--- config.mk ---
export PLATFORM = sky130hd
export DESIGN_NAME = gpio_apb_regs
export DESIGN_NICKNAME = d
export VERILOG_FILES = /design/src/rtl/gpio_apb_regs.sv
export SDC_FILE = /design/constraint.sdc
export NUM_CORES = 1
export LEC_CHECK = 0
export BUFFER_PORTS_ARGS = -buffer_cell sky130_fd_sc_hd__buf_2
export CAP_MARGIN = 5
export CORE_ASPECT_RATIO = 0.9
export CORE_MARGIN = 4
export CORE_UTILIZATION = 45
export DETAILED_ROUTE_END_ITERATION = 8
export PLACE_DENSITY = 0.76
export SYNTH_ARGS = -nofsm -noshare
export SYNTH_HDL_FRONTEND = slang
export SYNTH_SLANG_ARGS = --single-unit
--- constraint.sdc ---
create_clock -name clk -period 2.43 [get_ports clk]
set_clock_uncertainty 0.1 [all_clocks]
set_input_delay 0.243 -clock clk [delete_from_list [all_inputs] [get_ports clk]]
set_output_delay 0.243 -clock clk [all_outputs]
set_load 0.02 [all_outputs]
--- src/rtl/gpio_apb_regs.sv ---
// GPIO APB3 register bank.
// Holds the direction, output and interrupt configuration registers that feed
// the GPIO pin controller. It synchronises the raw pin inputs and turns
// INT_STAT writes into one-cycle clear pulses. It also produces the gated CPU
// interrupt. Every APB transfer runs through IDLE -> WAIT -> RESP. Read data is
// captured on entry to RESP, and writes commit on the edge that leaves RESP.
module gpio_apb_regs #(
  parameter int PIN_COUNT  = 32,
  parameter int ADDR_WIDTH = 8
) (
  input  logic                  clk,
  input  logic                  rst_n,
  input  logic                  psel,
  input  logic                  penable,
  input  logic                  pwrite,
  input  logic [ADDR_WIDTH-1:0] paddr,
  input  logic [31:0]           pwdata,
  output logic [31:0]           prdata,
  output logic                  pready,
  output logic                  pslverr,
  output logic [PIN_COUNT-1:0]  gpio_dir,
  output logic [PIN_COUNT-1:0]  gpio_out,
  output logic [PIN_COUNT-1:0]  int_enable,
  output logic [PIN_COUNT-1:0]  int_type,
  output logic [PIN_COUNT-1:0]  int_polarity,
  output logic [PIN_COUNT-1:0]  int_clear,
  input  logic [PIN_COUNT-1:0]  gpio_in,
  input  logic [PIN_COUNT-1:0]  int_status,
  output logic                  irq
);

  localparam int WW = ADDR_WIDTH - 2;

  // Word offsets (byte offset >> 2)
  localparam logic [WW-1:0] A_DIR   = WW'(0);
  localparam logic [WW-1:0] A_OUT   = WW'(1);
  localparam logic [WW-1:0] A_SET   = WW'(2);
  localparam logic [WW-1:0] A_CLR   = WW'(3);
  localparam logic [WW-1:0] A_TGL   = WW'(4);
  localparam logic [WW-1:0] A_IN    = WW'(5);
  localparam logic [WW-1:0] A_EN    = WW'(6);
  localparam logic [WW-1:0] A_TYPE  = WW'(7);
  localparam logic [WW-1:0] A_POL   = WW'(8);
  localparam logic [WW-1:0] A_STAT  = WW'(9);
  localparam logic [WW-1:0] A_CTRL  = WW'(10);

  typedef enum logic [1:0] {
    S_IDLE = 2'd0,
    S_WAIT = 2'd1,
    S_RESP = 2'd2
  } state_t;

  state_t                 r_state;
  state_t                 w_next;

  logic [PIN_COUNT-1:0]   r_dir;
  logic [PIN_COUNT-1:0]   r_out;
  logic [PIN_COUNT-1:0]   r_int_en;
  logic [PIN_COUNT-1:0]   r_int_type;
  logic [PIN_COUNT-1:0]   r_int_pol;
  logic [PIN_COUNT-1:0]   r_int_clear;
  logic                   r_ctrl;
  logic [PIN_COUNT-1:0]   r_in_meta;
  logic [PIN_COUNT-1:0]   r_in_sync;
  logic                   r_irq;
  logic [31:0]            r_prdata;
  logic                   r_pready;
  logic                   r_pslverr;

  logic [WW-1:0]          w_word;
  logic [PIN_COUNT-1:0]   w_wdata;
  logic [31:0]            w_rdata;
  logic                   w_unmapped;
  logic                   w_read_only;
  logic                   w_err;
  logic                   w_commit;
  logic                   w_unused;

  assign w_word   = paddr[ADDR_WIDTH-1:2];
  assign w_wdata  = pwdata[PIN_COUNT-1:0];
  assign w_unused = ^{paddr[1:0], pwdata, penable};

  // Transfer state register
  always_ff @(posedge clk or negedge rst_n) begin
    if (!rst_n) begin
      r_state <= S_IDLE;
    end else begin
      r_state <= w_next;
    end
  end

  // Next-state logic; losing psel in WAIT abandons the transfer
  always_comb begin
    w_next = r_state;
    case (r_state)
      S_IDLE: begin
        if (psel && penable) w_next = S_WAIT;
        else                 w_next = S_IDLE;
      end
      S_WAIT: begin
        if (psel) w_next = S_RESP;
        else      w_next = S_IDLE;
      end
      S_RESP:  w_next = S_IDLE;
      default: w_next = S_IDLE;
    endcase
  end

  // Address decode: read mux plus error classification
  always_comb begin
    w_rdata     = 32'd0;
    w_unmapped  = 1'b0;
    w_read_only = 1'b0;
    case (w_word)
      A_DIR:  w_rdata = 32'(r_dir);
      A_OUT:  w_rdata = 32'(r_out);
      A_SET:  w_rdata = 32'd0;
      A_CLR:  w_rdata = 32'd0;
      A_TGL:  w_rdata = 32'd0;
      A_IN: begin
        w_rdata     = 32'(r_in_sync);
        w_read_only = 1'b1;
      end
      A_EN:   w_rdata = 32'(r_int_en);
      A_TYPE: w_rdata = 32'(r_int_type);
      A_POL:  w_rdata = 32'(r_int_pol);
      A_STAT: w_rdata = 32'(int_status);
      A_CTRL: w_rdata = {31'd0, r_ctrl};
      default: w_unmapped = 1'b1;
    endcase
  end

  assign w_err    = w_unmapped | (pwrite & w_read_only);
  assign w_commit = (r_state == S_RESP) & pwrite & ~w_err;

  // Response registers: loaded on entry to RESP, cleared otherwise
  always_ff @(posedge clk or negedge rst_n) begin
    if (!rst_n) begin
      r_pready  <= 1'b0;
      r_pslverr <= 1'b0;
      r_prdata  <= 32'd0;
    end else if ((r_state == S_WAIT) && (w_next == S_RESP)) begin
      r_pready  <= 1'b1;
      r_pslverr <= w_err;
      r_prdata  <= pwrite ? 32'd0 : w_rdata;
    end else begin
      r_pready  <= 1'b0;
      r_pslverr <= 1'b0;
      r_prdata  <= 32'd0;
    end
  end

  // Configuration registers; SET/CLR/TGL act on the committed OUT value
  always_ff @(posedge clk or negedge rst_n) begin
    if (!rst_n) begin
      r_dir      <= '0;
      r_out      <= '0;
      r_int_en   <= '0;
      r_int_type <= '0;
      r_int_pol  <= '0;
      r_ctrl     <= 1'b0;
    end else if (w_commit) begin
      case (w_word)
        A_DIR:  r_dir      <= w_wdata;
        A_OUT:  r_out      <= w_wdata;
        A_SET:  r_out      <= r_out | w_wdata;
        A_CLR:  r_out      <= r_out & ~w_wdata;
        A_TGL:  r_out      <= r_out ^ w_wdata;
        A_EN:   r_int_en   <= w_wdata;
        A_TYPE: r_int_type <= w_wdata;
        A_POL:  r_int_pol  <= w_wdata;
        A_CTRL: r_ctrl     <= pwdata[0];
        default: r_ctrl    <= r_ctrl;
      endcase
    end else begin
      r_ctrl <= r_ctrl;
    end
  end

  // Interrupt clear pulse: one cycle wide, following an INT_STAT write
  always_ff @(posedge clk or negedge rst_n) begin
    if (!rst_n) begin
      r_int_clear <= '0;
    end else if (w_commit && (w_word == A_STAT)) begin
      r_int_clear <= w_wdata;
    end else begin
      r_int_clear <= '0;
    end
  end

  // Two-flop synchroniser for the raw pin inputs
  always_ff @(posedge clk or negedge rst_n) begin
    if (!rst_n) begin
      r_in_meta <= '0;
      r_in_sync <= '0;
    end else begin
      r_in_meta <= gpio_in;
      r_in_sync <= r_in_meta;
    end
  end

  // CPU interrupt: any pending status, gated by the global enable
  always_ff @(posedge clk or negedge rst_n) begin
    if (!rst_n) begin
      r_irq <= 1'b0;
    end else begin
      r_irq <= r_ctrl & (|int_status);
    end
  end

  assign prdata       = r_prdata;
  assign pready       = r_pready;
  assign pslverr      = r_pslverr;
  assign gpio_dir     = r_dir;
  assign gpio_out     = r_out;
  assign int_enable   = r_int_en;
  assign int_type     = r_int_type;
  assign int_polarity = r_int_pol;
  assign int_clear    = r_int_clear;
  assign irq          = r_irq;

endmodule

==> flow_summary.yaml, run 1 <==
pwr:
  combPwrFrac: 0.076
  p_switching_w: 0.00259
  swShare: 0.239
  ir_worst_vdd_mv: 0.497
  total_power_w: 0.0108
  p_leak_nw: 9.35
  p_int_w: 0.00824
  power.density_nw_per_um2: 605
  pwr-share-clk: 0.459
  seqPwrFrac: 0.464
die:
  die_h_um: 172
  dieArea_sq_um: 32800
  dieWidth_um: 191
  coreArea_sq_um: 29200
  start_util: 0.462
  num_rows: 59
  io_pins: 336
yosys:
  yosysWarnings: 0
  synth_cells: 1029
  synth-edff-count: 0
  synth_fp_nets: 1202
  avgSynthCellArea_sq_um: 13.1
  ys_types: 49
  ys_ff_latch: 294
  netlist_area_sq_um: 13500
  ys_async_sr_fraction: 1.00
  ys.flop_type: "dfrtp_1"
  ys_seq_area_frac: 0.545
global_route:
  antenna_found_initial: 3
  grt_pass1_vias: 11200
  grt_usage: 0.256
  use_met3: 0.0466
  met1_usage: 0.347
  grt_pass1_wl_um: 65700
  grt_start_max_net_pins: 73
  gr-usage-met2: 0.407
  busiest_layer: "met2"
  grt_overflow: 0
clocking:
  postCtsResizedCells: 0
  clock_latency_ns: 0.57
  cts.sinks: 294
  cts_buffer_depth: 3
  cts_buffers: 31
  cts_root_buf: "clkbuf_16"
  clkTransAtPathRegs_ns: 0.07
  cts_tree: "yes"
  cts-htree-levels: 1
route:
  avgRoutedWirePerCell_um: 22.9
  vias: 10700
  first_iter_violations: 810
  post-route-drc-count: 0
  firstDrtPassIters: 5
  drtAntennaViolNets: 0
  drt-vias-per-instance: 5.64
  drt_wl_total_um: 43500
critical_path:
  crit_chain: "nand3b_1 -> or4_1 -> a221o_2 -> a31oi_1"
  start_kind: "flop"
  timing.rr.start: "r_state[1]"
  worstPathRequired_ns: 2.80
  crit_fanout: 32
  reg2regPathDepth: 4
  crit_path_top_delay_cell: "a221o_2"
  critPathArrivalTime_ns: 2.60
  end_kind: "flop"
  path_class: "reg -> reg"
  crit_path_max_incr_delay_ns: 0.65
  rrSetupSlack_ns: 0.20
  worstReg2RegEnd: "prdata[11]"
placement:
  pre_cts_slack_ns: 0.125
  place.gp.congestion: 0.935
  dpl-instance-area_sq_um: 15800
  dpl.cell_count: 1737
  portBuffers: 333
  place_hpwl_um: 29100
min_path:
  min_to: "prdata[14]"
  hold_depth: 3
  worst_hold_path_type: "in -> reg"
  hold_start: "int_status[14]"
timing:
  setup_viol: 0
  final-max-slew-violation-count: 0
  fin_ws_ns: 0.196
  tightest_slew_ns: 0.909
  rsz0062_at_grt: "false"
  post-route-min-period_ns: 2.23
  max-slew-margin-rel: 0.394
  final_hold_viol_count: 0
  tns_ns: 0
  period_share: 0.919
  fmax_mhz: 448
run:
  max_cap_viol_count: 0
layout:
  design_area_sq_um: 17900
  area_growth_pct: 32.6
  nets: 1646
  final_layout_size_suffix_gt1_frac: 0.422
  fillCellCount: 2264
  final_common_cell: "buf_2"
  layout_common_cells: "buf_2 (331), dfrtp_1 (294), dlygate4sd3_1 (99), a22oi_1 (93), mux2_2 (84)"
  final_cells: 1897
run_status:
  run_status: "completed"
-- worst max-delay path: cells and delay by family (launching register included) --
kind,cells,cell delay [ns]
DFF,1,0.40
AOI/OAI and AO/OA,2,0.98
and+or+nand+nor,2,0.67
-- registers in the layout, indices dropped and copies added (netlist names) --
signal / cells
pready: 1
int_enable: 32
r_in_sync: 32
prdata: 32
r_in_meta: 32
r_state: 2
r_ctrl: 1
int_polarity: 32
gpio_out: 32
int_clear: 32
irq: 1
gpio_dir: 32
pslverr: 1
int_type: 32
-- metal layers --
layer / wire length (um) / vias to the layer above
met5: 0 / -
met4: 2060 / 0
met3: 3300 / 136
met2: 20300 / 541
met1: 17900 / 5411
li1: - / 4620
-- cell type report --
class | instances | area [sq um] | area share
clock buffers | 41 | 893 | 0.0499
inverters | 67 | 251 | 0.0141
flip-flops and latches | 294 | 7360 | 0.411
multi-input cells | 599 | 5570 | 0.311
well taps | 396 | 495 | 0.0277
diodes | 3 | 7.51 | 0.000420
clock inverters | 17 | 180 | 0.0101
repair buffers | 480 | 3140 | 0.176
-- cell families after synthesis --
logic type	Yosys count	share of synthesized area
and+or+nand+nor	138	0.0611
AOI/OAI and AO/OA	202	0.112
adders and majority gates	64	0.0593
muxes	195	0.176
buffers and inverters	136	0.0458
DFF	294	0.545
-- worst max-delay path by stage --
stage / start / end / cells after the start
CTS: r_state[1] / prdata[11] / 4
detailed placement: paddr[7] / gpio_out[2] / 7
global placement: paddr[7] / gpio_out[9] / 7
floorplan: paddr[2] / gpio_out[10] / 6
finish: r_state[1] / prdata[11] / 4
global route: r_state[1] / prdata[0] / 4
-- stage by stage --
step	util	hold WS, ns
6_report	0.612	0.0122
4_1_cts	0.612	0.00493
2_1_floorplan	-	-0.153
3_3_place_gp	0.541	0.163
3_5_place_dp	0.541	0.159
5_1_grt	0.612	0.0646
-- what timing repair did --
action                                  CTS  global route
hold endpoints to repair                295             0
endpoints found under the setup margin    0             0
buffers inserted                          0             0
hold buffers                             99             0
-- power by group through the flow --
stage | combinational (W) | clock, W | sequential, W
2_1_floorplan | 0.000251 | 0 | 0.00514
3_3_place_gp | 0.000668 | 0 | 0.00511
3_5_place_dp | 0.000689 | 0 | 0.00511
4_1_cts | 0.000819 | 0.00502 | 0.00502
5_1_grt | 0.000897 | 0.00525 | 0.00503
6_report | 0.000827 | 0.00497 | 0.00503
-- Yosys cell counts, types with 3 or more instances --
cell type | count | area [sq um]
a211oi_1 | 32 | 240
a21o_1 | 3 | 22.5
a21oi_1 | 3 | 15.0
a221oi_1 | 32 | 280
a22oi_1 | 93 | 698
a31oi_1 | 32 | 200
and2_1 | 32 | 200
buf_1 | 3 | 11.3
buf_2 | 23 | 115
buf_6 | 9 | 101
clkbuf_1 | 29 | 109
clkbuf_2 | 3 | 15.0
dfrtp_1 | 294 | 7360
ha_1 | 64 | 801
inv_1 | 67 | 251
mux2_1 | 17 | 191
mux2_2 | 84 | 946
mux2_4 | 60 | 901
mux2i_1 | 34 | 340
nand2_1 | 37 | 139
nand3_1 | 3 | 15.0
nor2_1 | 3 | 11.3
nor4_1 | 9 | 56.3
or2_2 | 33 | 206
Note: power is estimated with default switching activity, not from simulation.
==> inputs of run 2 (changes only) <==
RECOVER_POWER = 50   (was unset)
==> run 2 against run 1 <==
Effect of this change: worst hold slack worse by 0.00066 ns; combinational power shrank 0.7%; cell area down 0.50%; sequential cell count unchanged; sequential power hardly changed; fmax rose by 0.49%; power shrank 0.18%; clock-buffer cell count unchanged; the run now ends with max-capacitance violations, max-slew violations left.
==> flow_summary.yaml, run 2 (synthesis gave the netlist of run 1 again) <==
clocking:
  cts_buffers: 31
  cts_setup_buffers: 0
  cts_root_buf: "clkbuf_16"
  cts_tree: "yes"
  clkTransAtPathRegs_ns: 0.07
  cts_buffer_depth: 3
  clock_latency_ns: 0.56
  cts-htree-levels: 1
  cts.sinks: 294
timing:
  tns_ns: 0
  tightest_slew_ns: 1.79
  post-route-min-period_ns: 2.22
  fmax_mhz: 450
  setup_viol: 0
  final_hold_viol_count: 0
  whs_ns: 0.0116
  rsz0062_at_grt: "false"
  max-slew-margin-rel: -0.191
  final-max-slew-violation-count: 71
  period_share: 0.915
die:
  dieWidth_um: 191
  coreArea_sq_um: 29200
  num_rows: 59
  io_pins: 336
  start_util: 0.462
  die_h_um: 172
  dieArea_sq_um: 32800
route:
  drt_wl_total_um: 43500
  firstDrtPassIters: 5
  vias: 10700
  avgRoutedWirePerCell_um: 22.9
  drt-vias-per-instance: 5.66
  post-route-drc-count: 0
  drtAntennaViolNets: 0
  first_iter_violations: 833
run_status:
  failed_checks: "max-capacitance violations, max-slew violations"
  run_status: "finished, violations left"
placement:
  place_hpwl_um: 29100
  portBuffers: 333
  place.gp.congestion: 0.935
global_route:
  grt_overflow: 0
  grt_pass1_vias: 11200
  antenna_found_initial: 3
  grt_usage: 0.256
  grt_start_max_net_pins: 73
  grt_pass1_wl_um: 65700
pwr:
  ir_worst_vdd_mv: 0.494
  power.density_nw_per_um2: 607
  p_leak_nw: 9.13
layout:
  final_layout_size_suffix_gt1_frac: 0.390
  nets: 1646
  fillCellCount: 2286
  area_growth_pct: 31.9
  final_common_cell: "dfrtp_1"
  layout_common_cells: "dfrtp_1 (294), buf_2 (284), dlygate4sd3_1 (99), a22oi_1 (93), mux2_2 (84)"
critical_path:
  cp-startpoint: "r_state[1]"
  crit_fanout: 32
  start_kind: "flop"
  reg2regPathDepth: 4
  worstPathRequired_ns: 2.80
  critPathArrivalTime_ns: 2.59
  worstReg2RegEnd: "prdata[11]"
  path_class: "reg -> reg"
  end_kind: "flop"
  rrSetupSlack_ns: 0.21
  timing.rr.start: "r_state[1]"
run:
  max_cap_viol_count: 1
min_path:
  worst_hold_path_type: "in -> reg"
  hold_start: "int_status[14]"
  hold_depth: 3
  min_to: "prdata[14]"
run 2: cell types whose count changed in the layout (fill, tap and decap cells not counted), moves of 3 or more:
cell | before | now
buf_2 | 331 | 284
buf_4 | 40 | 36
clkbuf_1 | 2 | 50
clkbuf_2 | 0 | 3
run 2: worst max-delay path by stage:
stage	endpoint	slack (ns)
final	prdata[11]	0.21
after global routing	prdata[13]	0.04
after CTS	prdata[11]	0.23
after detailed placement	gpio_out[2]	0.12
after global placement	gpio_out[9]	0.18
after floorplan	gpio_out[10]	0.50
run 2: cell type report:
class	count	area, sq um	area share
clock inverter	17	180	0.0101
antenna	2	5.00	0.000281
sequential	294	7360	0.413
timing repair buffer	480	3060	0.172
multi-input combinational	599	5570	0.313
tap	396	495	0.0278
clock buffer	41	893	0.0502
inverter	67	251	0.0141
run 2: critical path, cell delays in order (launching register included):
cell,delay (ns)
dfrtp_1,0.40
nand3b_1,0.23
or4_1,0.43
a221o_2,0.65
a31oi_1,0.31
run 2: timing repair:
action | 4_1_cts | 5_1_grt
gates resized for setup | 0 | 0
hold buffers | 99 | 0
hold endpoints to repair | 295 | 0
run 2: power breakdown:
group,switching (W),internal (W)
clock network,0.00205,0.00291
registers,0.0000464,0.00498
logic,0.000476,0.000344
total,0.00257,0.00823
run 2: metrics by stage:
stage | cells | util | worst slack (ns) | power [W] | instance area [sq um]
global route | 1896 | 0.609 | 0.0381 | 0.0112 | 17800
finish | 1896 | 0.609 | 0.207 | 0.0108 | 17800
floorplan | 1029 | - | 0.501 | 0.00539 | 13500
detailed placement | 1737 | 0.541 | 0.125 | 0.00580 | 15800
CTS | 1894 | 0.612 | 0.231 | 0.0109 | 17900
global placement | 1737 | 0.541 | 0.181 | 0.00578 | 15800
run 2: layer usage:
layer,vias up,wire [um],GRT usage
met2,562,20300,0.407
li1,4618,-,-
met5,-,0,0
met4,0,2020,0.111
met3,131,3370,0.0466
met1,5423,17800,0.347
